<file path="config.mk">
export PLATFORM = sky130hd
export DESIGN_NAME = pc_gen
export DESIGN_NICKNAME = d
export VERILOG_FILES = /design/src/rtl/pc_gen.sv
export SDC_FILE = /design/constraint.sdc
export NUM_CORES = 1
export LEC_CHECK = 0
export ABC_AREA = 1
export CAP_MARGIN = 10
export CELL_PAD_IN_SITES_DETAIL_PLACEMENT = 0
export CELL_PAD_IN_SITES_GLOBAL_PLACEMENT = 2
export CORE_ASPECT_RATIO = 1.2
export CORE_UTILIZATION = 27
export DETAILED_ROUTE_END_ITERATION = 12
export PLACE_DENSITY = 0.88
export SLEW_MARGIN = 20
export SYNTH_ARGS = -nofsm -noshare
export SYNTH_HDL_FRONTEND = slang
export SYNTH_SLANG_ARGS = --single-unit
export TNS_END_PERCENT = 30
</file>
<file path="constraint.sdc">
create_clock -name clk -period 6.1 [get_ports clk]
set_clock_uncertainty 0.15 [all_clocks]
set_input_delay 1.22 -clock clk [delete_from_list [all_inputs] [get_ports clk]]
set_output_delay 1.22 -clock clk [all_outputs]
set_load 0.01 [all_outputs]
</file>
<file path="src/rtl/pc_gen.sv">
// -----------------------------------------------------------------------------
// pc_gen -- program-counter stage feeding the instruction-memory fetch stage.
//
// Drives the fetch address every cycle: sequential PC+4, hold on stall, or
// redirect on branch/jump from EX. A one-cycle alignment pipe delays PC and
// valid so they line up with the registered instruction word out of fetch.
// Misaligned redirect targets trap to TRAP_ADDR. A fetch address at or beyond
// the end of instruction memory stops the stage until reset.
//
// Ports
//   clk              in   1   clock, rising edge
//   rst              in   1   synchronous active-high reset
//   stall            in   1   hold PC, no new fetch
//   redirect_valid   in   1   branch taken / jump from EX
//   redirect_target  in   32  new PC when redirect_valid=1
//   pc_out           out  32  fetch address to instruction memory
//   pc_plus4         out  32  pc_out + 4 (link value), combinational
//   fetch_valid      out  1   pc_out is a real fetch this cycle
//   pc_d1            out  32  PC of the instruction word out of fetch this cycle
//   inst_valid       out  1   instruction word out of fetch is valid
//   trap             out  1   one-cycle pulse on a misaligned redirect
//   trap_badaddr     out  32  offending redirect target, held until next trap
//   halted           out  1   PC ran past the end of memory; sticky until rst
//   fetch_count      out  32  cycles with fetch_valid=1 and stall=0 (wraps)
// -----------------------------------------------------------------------------
module pc_gen #(
  parameter logic [31:0] RESET_ADDR = 32'h0000_0000,
  parameter logic [31:0] TRAP_ADDR  = 32'h0000_0100,
  parameter int unsigned IMEM_WORDS = 512
) (
  input  logic        clk,
  input  logic        rst,
  input  logic        stall,
  input  logic        redirect_valid,
  input  logic [31:0] redirect_target,
  output logic [31:0] pc_out,
  output logic [31:0] pc_plus4,
  output logic        fetch_valid,
  output logic [31:0] pc_d1,
  output logic        inst_valid,
  output logic        trap,
  output logic [31:0] trap_badaddr,
  output logic        halted,
  output logic [31:0] fetch_count
);

  typedef enum logic [1:0] {
    ST_BOOT = 2'd0,
    ST_RUN  = 2'd1,
    ST_HALT = 2'd2
  } state_t;

  // One past the last legal byte address; 33 bits so the compare cannot wrap.
  localparam logic [32:0] PC_LIMIT = 33'(IMEM_WORDS) << 2;

  state_t      r_state;
  logic [31:0] r_pc;
  logic [31:0] r_pc_d1;
  logic        r_inst_valid;
  logic        r_trap;
  logic [31:0] r_badaddr;
  logic [31:0] r_count;

  state_t      w_state_nxt;
  logic [31:0] w_pc_nxt;
  logic [31:0] w_pc_d1_nxt;
  logic        w_inst_valid_nxt;
  logic        w_trap_nxt;
  logic [31:0] w_badaddr_nxt;
  logic [31:0] w_count_nxt;
  logic        w_misaligned;
  logic [31:0] w_pc_sel;

  assign w_misaligned = redirect_valid && (redirect_target[1:0] != 2'b00);

  // Next PC in RUN, highest priority first: trap, redirect, stall, increment.
  always_comb begin
    if (w_misaligned)        w_pc_sel = TRAP_ADDR;
    else if (redirect_valid) w_pc_sel = redirect_target;
    else if (stall)          w_pc_sel = r_pc;
    else                     w_pc_sel = r_pc + 32'd4;
  end

  always_comb begin
    // NOTE: every signal gets a default before the case so no path leaves one
    // unassigned, which would otherwise infer a latch.
    w_state_nxt      = r_state;
    w_pc_nxt         = r_pc;
    w_pc_d1_nxt      = r_pc_d1;
    w_inst_valid_nxt = r_inst_valid;
    w_trap_nxt       = 1'b0;
    w_badaddr_nxt    = r_badaddr;
    w_count_nxt      = r_count;

    unique case (r_state)
      ST_BOOT: begin
        // Single settling cycle; stall/redirect are ignored here.
        w_state_nxt      = ST_RUN;
        w_pc_d1_nxt      = r_pc;
        w_inst_valid_nxt = 1'b0;
      end

      ST_RUN: begin
        w_pc_nxt = w_pc_sel;
        if (w_misaligned) begin
          w_trap_nxt    = 1'b1;
          w_badaddr_nxt = redirect_target;
        end
        // A stall without redirect freezes the word sitting in fetch; a
        // redirect flushes the word fetched this cycle.
        if (!stall || redirect_valid) begin
          w_pc_d1_nxt      = r_pc;
          w_inst_valid_nxt = !redirect_valid;
        end
        if (!stall) w_count_nxt = r_count + 32'd1;
        if ({1'b0, w_pc_sel} >= PC_LIMIT) w_state_nxt = ST_HALT;
      end

      ST_HALT: begin
        w_pc_d1_nxt      = r_pc;
        w_inst_valid_nxt = 1'b0;
      end

      default: begin
        w_state_nxt = ST_BOOT;
      end
    endcase
  end

  // NOTE: state registers use non-blocking assignments so every flop samples
  // the values from before this edge, independent of statement order.
  always_ff @(posedge clk) begin
    if (rst) begin
      r_state      <= ST_BOOT;
      r_pc         <= RESET_ADDR;
      r_pc_d1      <= 32'd0;
      r_inst_valid <= 1'b0;
      r_trap       <= 1'b0;
      r_badaddr    <= 32'd0;
      r_count      <= 32'd0;
    end else begin
      r_state      <= w_state_nxt;
      r_pc         <= w_pc_nxt;
      r_pc_d1      <= w_pc_d1_nxt;
      r_inst_valid <= w_inst_valid_nxt;
      r_trap       <= w_trap_nxt;
      r_badaddr    <= w_badaddr_nxt;
      r_count      <= w_count_nxt;
    end
  end

  assign pc_out       = r_pc;
  assign pc_plus4     = r_pc + 32'd4;
  assign fetch_valid  = (r_state == ST_RUN);
  assign pc_d1        = r_pc_d1;
  assign inst_valid   = r_inst_valid;
  assign trap         = r_trap;
  assign trap_badaddr = r_badaddr;
  assign halted       = (r_state == ST_HALT);
  assign fetch_count  = r_count;

endmodule

</file>
Word-level counts from Yosys, hierarchy flattened

Index checks and enable logic that the tools add are counted.

Flip-flop bits (word level): 132

Muxes and demuxes: 10
Equality and inequality tests: 4
Reduce and logical (&&, ||, !) cells: 13
$lt $le $gt $ge: 1
$add $sub $neg: 2
Bitwise logic cells: 3

Operators with widths:

| operator                                                            | count |
|---|---|
| 2-to-1 mux 32 bit                                                   | 4 |
| case mux 32 bit (2 select lines)                                    | 1 |
| adder 32 x 1 -> 32 bit, second input constant                       | 1 |
| adder 32 x 3 -> 32 bit, second input constant                       | 1 |
| greater-or-equal comparator 32 x 12 -> 1 bit, second input constant | 1 |
| AND reduction 2 bit                                                 | 4 |
| case mux 2 bit (3 select lines)                                     | 1 |
| != test 2 x 1 -> 1 bit, second input constant                       | 2 |
| nonzero test 2 bit                                                  | 2 |
| OR reduction 2 bit                                                  | 2 |
| NOT 1 bit                                                           | 3 |
| == test 2 x 1 -> 1 bit, second input constant                       | 1 |
| == test 2 bit, second input constant                                | 1 |
| zero test 1 bit                                                     | 2 |
| zero test 2 bit                                                     | 1 |
| 2-to-1 mux 1 bit                                                    | 2 |
| 2-to-1 mux 2 bit                                                    | 1 |
| case mux 1 bit (2 select lines)                                     | 1 |
| logical AND 1 bit                                                   | 1 |
| logical OR 1 bit                                                    | 1 |

Depth between registers and ports, before layout

Gate-level depths: netlist of the first run.

Depth in word-level cells: 7
Gate-level depth with buffers: 17

Least setup slack after synthesis of the first run

No wires, ideal clock.

Path type: register to output
Start point: reg r_pc[2], in the netlist pc_out[2]
End point: out pc_plus4[14]
Setup slack: 3.288 ns
Data required time: 4.730 ns
Arrival: 1.442 ns
Stages on the path, launching flop included: 7
Path buffers: 0
Path through: dfxtp_1 ha_1 nand2_1 nor2_2 nand2_2 nor2_4 xor2_1

Word-level cells in the longest chain between the ends: 1

Ends and longest elaborated chain:

| what                     | line | source |
|---|---|---|
| start: declaration       | 57   | `logic [31:0] r_pc;` |
| start signal: assignment | 143  | `r_pc <= w_pc_nxt;` |
| adder 32 x 3 -> 32 bit   | 153  | `assign pc_plus4 = r_pc + 32'd4;` |
| end: declaration         | 37   | `output logic [31:0] pc_plus4,` |

Every way passes these cells.

Final worst setup path of the first run

Same ends and word-level chain as after synthesis.

==> results of run 1 <==
power by group through the flow:
stage               sequential (mW)  clock (mW)  combinational (mW)
finish                        0.979        1.17               0.453
global route                  0.986        1.23               0.497
CTS                           0.979        1.19               0.459
detailed placement            0.997           0               0.458
global placement              0.998           0               0.457
floorplan                      1.00           0               0.187
logic make-up (layout without fill, tap and decap cells):
| family | Yosys count | after routing |
|---|---|---|
| XOR/XNOR | 15 | 15 |
| AO/OA/AOI/OAI | 249 | 249 |
| flip-flops | 132 | 132 |
| adder cells (fa/ha/maj) | 2 | 2 |
| AND/OR/NAND/NOR | 413 | 413 |
| buffers and inverters | 150 | 344 |
final cells by class:
class	count	area share, %
Multi-Input combinational cell	679	34.5
Sequential cell	132	28.1
Timing Repair Buffer	207	21.9
Clock buffer	20	4.97
Inverter	105	4.21
Tap cell	315	4.20
Clock inverter	12	2.13
placed cells by master, fill, tap and decap left out, types with 2 or more instances in the layout:
cell / instances
nor2_1: 143
ha_1: 2
xor2_1: 13
o221ai_1: 5
clkbuf_16: 17
nor2_4: 8
o21ai_1: 6
a21oi_1: 97
clkdlybuf4s50_1: 199
inv_1: 99
dfxtp_1: 132
buf_4: 8
nor2_2: 5
clkinvlp_4: 3
xnor2_1: 2
nor4_1: 3
a221oi_1: 3
clkbuf_8: 3
nand3_1: 32
nand4_1: 4
nand2_2: 6
bufinv_16: 5
clkinv_2: 3
clkinv_1: 2
nand2_1: 187
o21ai_0: 122
inv_2: 3
a211oi_1: 4
nor3_1: 20
a31oi_1: 2
o21a_1: 3
state kept, by name (all words and copies together), names as in the netlist:
signal	count
fetch_count	32
inst_valid	1
pc_d1	32
pc_out	32
r_state	2
trap	1
trap_badaddr	32
how the worst max path moves through the flow:
stage | start | endpoint | slack (ps) | cells after the start
after CTS | pc_out[2] | pc_plus4[14] | 1930 | 7
after detailed placement | stall | pc_d1[30] | 2120 | 9
after global placement | stall | pc_d1[26] | 2140 | 9
final | pc_out[2] | pc_plus4[14] | 1930 | 7
after floorplan | pc_out[2] | pc_plus4[14] | 3290 | 6
after global routing | pc_out[2] | pc_plus4[14] | 1770 | 7
per-layer routing:
metal | track usage [%] | share of wire (%) | up-vias | wire, um
met5 | 0 | 0 | - | 0
met4 | 5.18 | 1.1 | 0 | 277
met3 | 6.40 | 7.5 | 17 | 1860
met2 | 36.8 | 50 | 188 | 12500
met1 | 23.2 | 41 | 3095 | 10100
li1 | - | - | 3505 | -
through the flow:
step / util, % / instances / setup slack, ps
final: 40.2 / 1470 / 1930
after global routing: 40.2 / 1470 / 1770
after CTS: 40.2 / 1470 / 1930
after detailed placement: 37.3 / 1438 / 2120
after global placement: 37.3 / 1438 / 2140
after floorplan: - / 961 / 3290
worst max-delay path: cells and delay by family, from the launching register on:
kind          cells  cell delay (ps)
flops             1              520
simple gates      4              660
xor+xnor          1              300
fa+ha+maj         1              290
buf+inv           1              610
==> results.cfg, run 1 <==
[power]
switchingPower_mw = 0.712
p_clk_share_pct = 44.9
powerDensity_nw_per_um2 = 277
p_seq_share_pct = 37.6
max-vdd-ir-drop_mv = 0.180
swShare_pct = 27.4
power.total_mw = 2.60
cellInternalPower_mw = 1.89
p_comb_share_pct = 17.4
power.leakage_nw = 3.55

[clock_network]
cts_resized = 0
cts_root_buffer = clkbuf_16
cts_tree = built
htree_num_levels = 4
postCtsHoldBufs = 0
cts-buffers-inserted = 17
max-clock-path-buffers = 2
clock_latency_ps = 420
clk_pin_slew_ps = 60
cts.sinks = 132
post_cts_buffers = 0

[logic_synthesis]
synth_top_family_by_area = simple AND/OR/NAND/NOR gates
synth_edf_count = 0
synthMuxAreaShare_pct = 0
synth-seq-area-share_pct = 40.9
synth-adder-area-share_pct = 0.387
synth-simple-area-share_pct = 27.2
synth_xor_area_share_pct = 2.03
yosysWarningCount = 0
synth.most_common_cell = nand2_1
synth_area_leaders = dfxtp_1 41%, nand2_1 11%, o21ai_0 9.5%
synth.distinct_cells = 42
syn-cell-area_um2 = 6470
synth_top_area_cell = dfxtp_1
synth_compound_area_share_pct = 20.4
synth_top_area_share_pct = 40.9
syn_nets = 999
synthCells = 961
synth-seq-cells = 132
synth_ff_type = dfxtp_1
synth_common_cells = 187 x nand2_1, 144 x nor2_1, 132 x dfxtp_1
synth.avg_cell_area_um2 = 6.73
async_flop_share_pct = 0

[layout]
seq_area_um2 = 2640
fillers = 2531
design_area_um2 = 9390
n_antenna_cell = 0
nNetsFinal = 1180
multi_input_area_um2 = 3240
drive_gt1_share_pct = 6.06
area_delta_synth_final_pct = 45.2

[setup_path]
cp_max_fo = 8
r2r_slack_ps = 3270
crit_path_end_kind = primary output
r2r-start = r_state[0]
criticalPathCategory = reg2out
critPathMaxStageDelay_ps = 610
crit_arrival_ps = 2800
path_cells = ha_1, nand2_1, nor2_2, nand2_2, nor2_4, xor2_1, clkdlybuf4s50_1
cp-start-kind = flop
worst_path_max_delay_cell = clkdlybuf4s50_1
cp.required_ps = 4730
rr_worst_depth = 8
r2r-end = trap_badaddr[6]

[die]
die_y_um = 172
fp.dieW_um = 143
rows = 61
coreArea_um2 = 23400
io_pins = 200
die_area_um2 = 24600
initial_utilization_pct = 27.7

[global_routing]
antenna_found_initial = 0
grt_max_degree = 55
grt_pass1_wl_um = 37300
grt-ovfl-total = 0
grt_pass1_vias = 6449
grt_use_total_pct = 20.4

[outcome]
outcome = finished clean

[route]
num_vias = 6805
dr.pass1.iters = 5
drtIter0Drc = 422
drc = 0
post_drt_wl_per_cell_um = 16.9
wl_um = 24800
routed_via_density = 4.63
postRouteAntennaNets = 0

[timing]
holdWs_ps = 317
fmax_mhz = 240
finalHoldViolCount = 0
tns_ps = 0
min_period_over_period_pct = 68.3
finalCriticalPeriod_ps = 4170
slew_viol_final = 0
grt_setup_unrepaired = false
tightest_slew_ps = 1060
relSlewSlack_pct = 29.4
finalSetupViolCount = 0

[hold_path]
hp-class = reg2reg
whs_path_depth = 2
min_to = inst_valid
hold_path.startpoint = inst_valid

[placement]
place_congestion = 0.867
detailed_place_hpwl_um = 18600
port_buffers = 199
placed_cell_area_um2 = 8720

[run]
max_cap_viol_count = 0
Power figures use the tool's default switching activity.
==> run 2, diff against run 1 <==
--- a/config.mk
+++ b/config.mk
@@ -10,9 +10,9 @@
 export CELL_PAD_IN_SITES_DETAIL_PLACEMENT = 0
 export CELL_PAD_IN_SITES_GLOBAL_PLACEMENT = 2
 export CORE_ASPECT_RATIO = 1.2
-export CORE_UTILIZATION = 27
+export CORE_UTILIZATION = 22
 export DETAILED_ROUTE_END_ITERATION = 12
-export PLACE_DENSITY = 0.88
+export PLACE_DENSITY = 0.77
 export SLEW_MARGIN = 20
 export SYNTH_ARGS = -nofsm -noshare
 export SYNTH_HDL_FRONTEND = slang
==> constraint.sdc (replaced) <==
create_clock -name clk -period 3.5 [get_ports clk]
set_clock_uncertainty 0.15 [all_clocks]
set_input_delay 0.7 -clock clk [delete_from_list [all_inputs] [get_ports clk]]
set_output_delay 0.7 -clock clk [all_outputs]
set_load 0.01 [all_outputs]
==> results.cfg, run 2 (synthesis gave the netlist of run 1 again) <==
[clock_network]
cts-buffers-inserted = 17
clock_latency_ps = 420
htree_num_levels = 4
cts_tree = built
postCtsHoldBufs = 0
clk_pin_slew_ps = 60
cts.sinks = 132
cts_root_buffer = clkbuf_16
max-clock-path-buffers = 2

[setup_path]
critPathMaxStageDelay_ps = 590
cp.required_ps = 2650
crit_arrival_ps = 2550
critPathBufInv = 1
path_cells = ha_2, nand2_1, nor2_2, nand2_2, nor2_4, xor2_2, clkdlybuf4s50_1
criticalPathCategory = reg2out
cp-start-kind = flop
cp_max_fo = 6
cp-startpoint = pc_out[3]
crit_path_end_kind = primary output
worst_path_max_delay_cell = clkdlybuf4s50_1
r2r-start = pc_out[3]
critPathTopFamily = simple AND/OR/NAND/NOR gates

[layout]
final_cells = 1550
design_area_um2 = 9580
mostFrequentLayoutCells = 199 x clkdlybuf4s50_1, 187 x nand2_1, 141 x nor2_1
drive_gt1_share_pct = 7.47
n_antenna_cell = 0
area_delta_synth_final_pct = 48.2
layout_commonest_cell = clkdlybuf4s50_1
nNetsFinal = 1191
final_util_pct = 33.2

[timing]
fmax_mhz = 294
relSlewSlack_pct = 62.0
finalHoldViolCount = 0
tns_ps = 0
min_period_over_period_pct = 97.2
tightest_slew_ps = 564
slew_viol_final = 0
finalSetupViolCount = 0
holdWs_ps = 317
grt_setup_unrepaired = true
finalCriticalPeriod_ps = 3400
fin_ws_ps = 99.3

[route]
drc = 0
routed_via_density = 4.53
drtIter0Drc = 351
wl_um = 27100
dr.pass1.iters = 7
top_layer_used = met4
post_drt_wl_per_cell_um = 17.5
wl_met3_um = 2090
wl_met1_um = 11400
postRouteAntennaNets = 0
wl_met2_um = 12900
num_vias = 7015

[power]
power.leakage_nw = 3.60
max-vdd-ir-drop_mv = 0.269
powerDensity_nw_per_um2 = 482
power.total_mw = 4.62

[placement]
placed_cell_area_um2 = 8890
place_congestion = 0.871
pre_cts_ws_ps = 4.12
port_buffers = 199
detailed_place_hpwl_um = 20600
placed_cells = 1519

[global_routing]
grt_use_total_pct = 18.3
antenna_found_initial = 0
grt-ovfl-total = 0
grt_max_degree = 48
grt_pass1_wl_um = 40900
grt_pass1_vias = 6961

[hold_path]
hp-class = reg2reg
hold_path.startpoint = inst_valid

[die]
rows = 68
die_area_um2 = 30100
io_pins = 200
coreArea_um2 = 28800
fp.dieW_um = 159
initial_utilization_pct = 22.4
die_y_um = 190

[run]
max_cap_viol_count = 0

[outcome]
outcome = finished clean
-- run 2: cell count changes in the layout (fill, tap and decap cells not counted), moves of 2 or more --
cell,before,now
nor2_1,143,141
dfxtp_2,0,2
buf_4,8,19
clkbuf_8,3,1
dfxtp_1,132,129
nor2_2,5,7
-- run 2: per-layer routing --
metal  vias to the layer above  track usage (%)
li1                       3518                -
met1                      3239             21.6
met2                       228             30.7
met3                        30             5.99
met4                         0             6.55
met5                         -                0
-- run 2: what timing repair did --
action                     4_1_cts  5_1_grt
gates resized for setup          2        6
pin swaps                        0        1
setup buffers                    0        0
setup endpoints to repair        1       12
-- run 2: power by group --
part           leakage [nW]  switching [mW]  total, mW  internal (mW)
registers              1.08           0.101       1.70           1.60
logic                  2.20           0.453      0.828          0.375
clock network         0.318           0.730       2.08           1.35
-- run 2: path summary, 6_finish.rpt --
check	endpoint	slack [ps]	depth (start not counted)
setup / recovery	pc_plus4[14]	100	7
setup reg to reg	r_state[1]	1020	16
hold / removal	inst_valid	320	2
hold reg to reg	inst_valid	320	2
-- run 2: worst register-to-register path: cells and delay by family (launching register included) --
| kind | cells | cell delay (ps) |
|---|---|---|
| adders and majority gates | 1 | 250 |
| DFF | 1 | 390 |
| AOI/OAI and AO/OA | 1 | 60 |
| and+or+nand+nor | 14 | 1500 |
-- run 2: final cells by class --
cell class	count	area (um^2)
repair buffers	218	2130
clock buffers	18	439
multi-input cells	679	3250
inverters	105	395
well taps	385	482
clock inverters	13	230
flip-flops and latches	132	2650
fillers	3131	19300
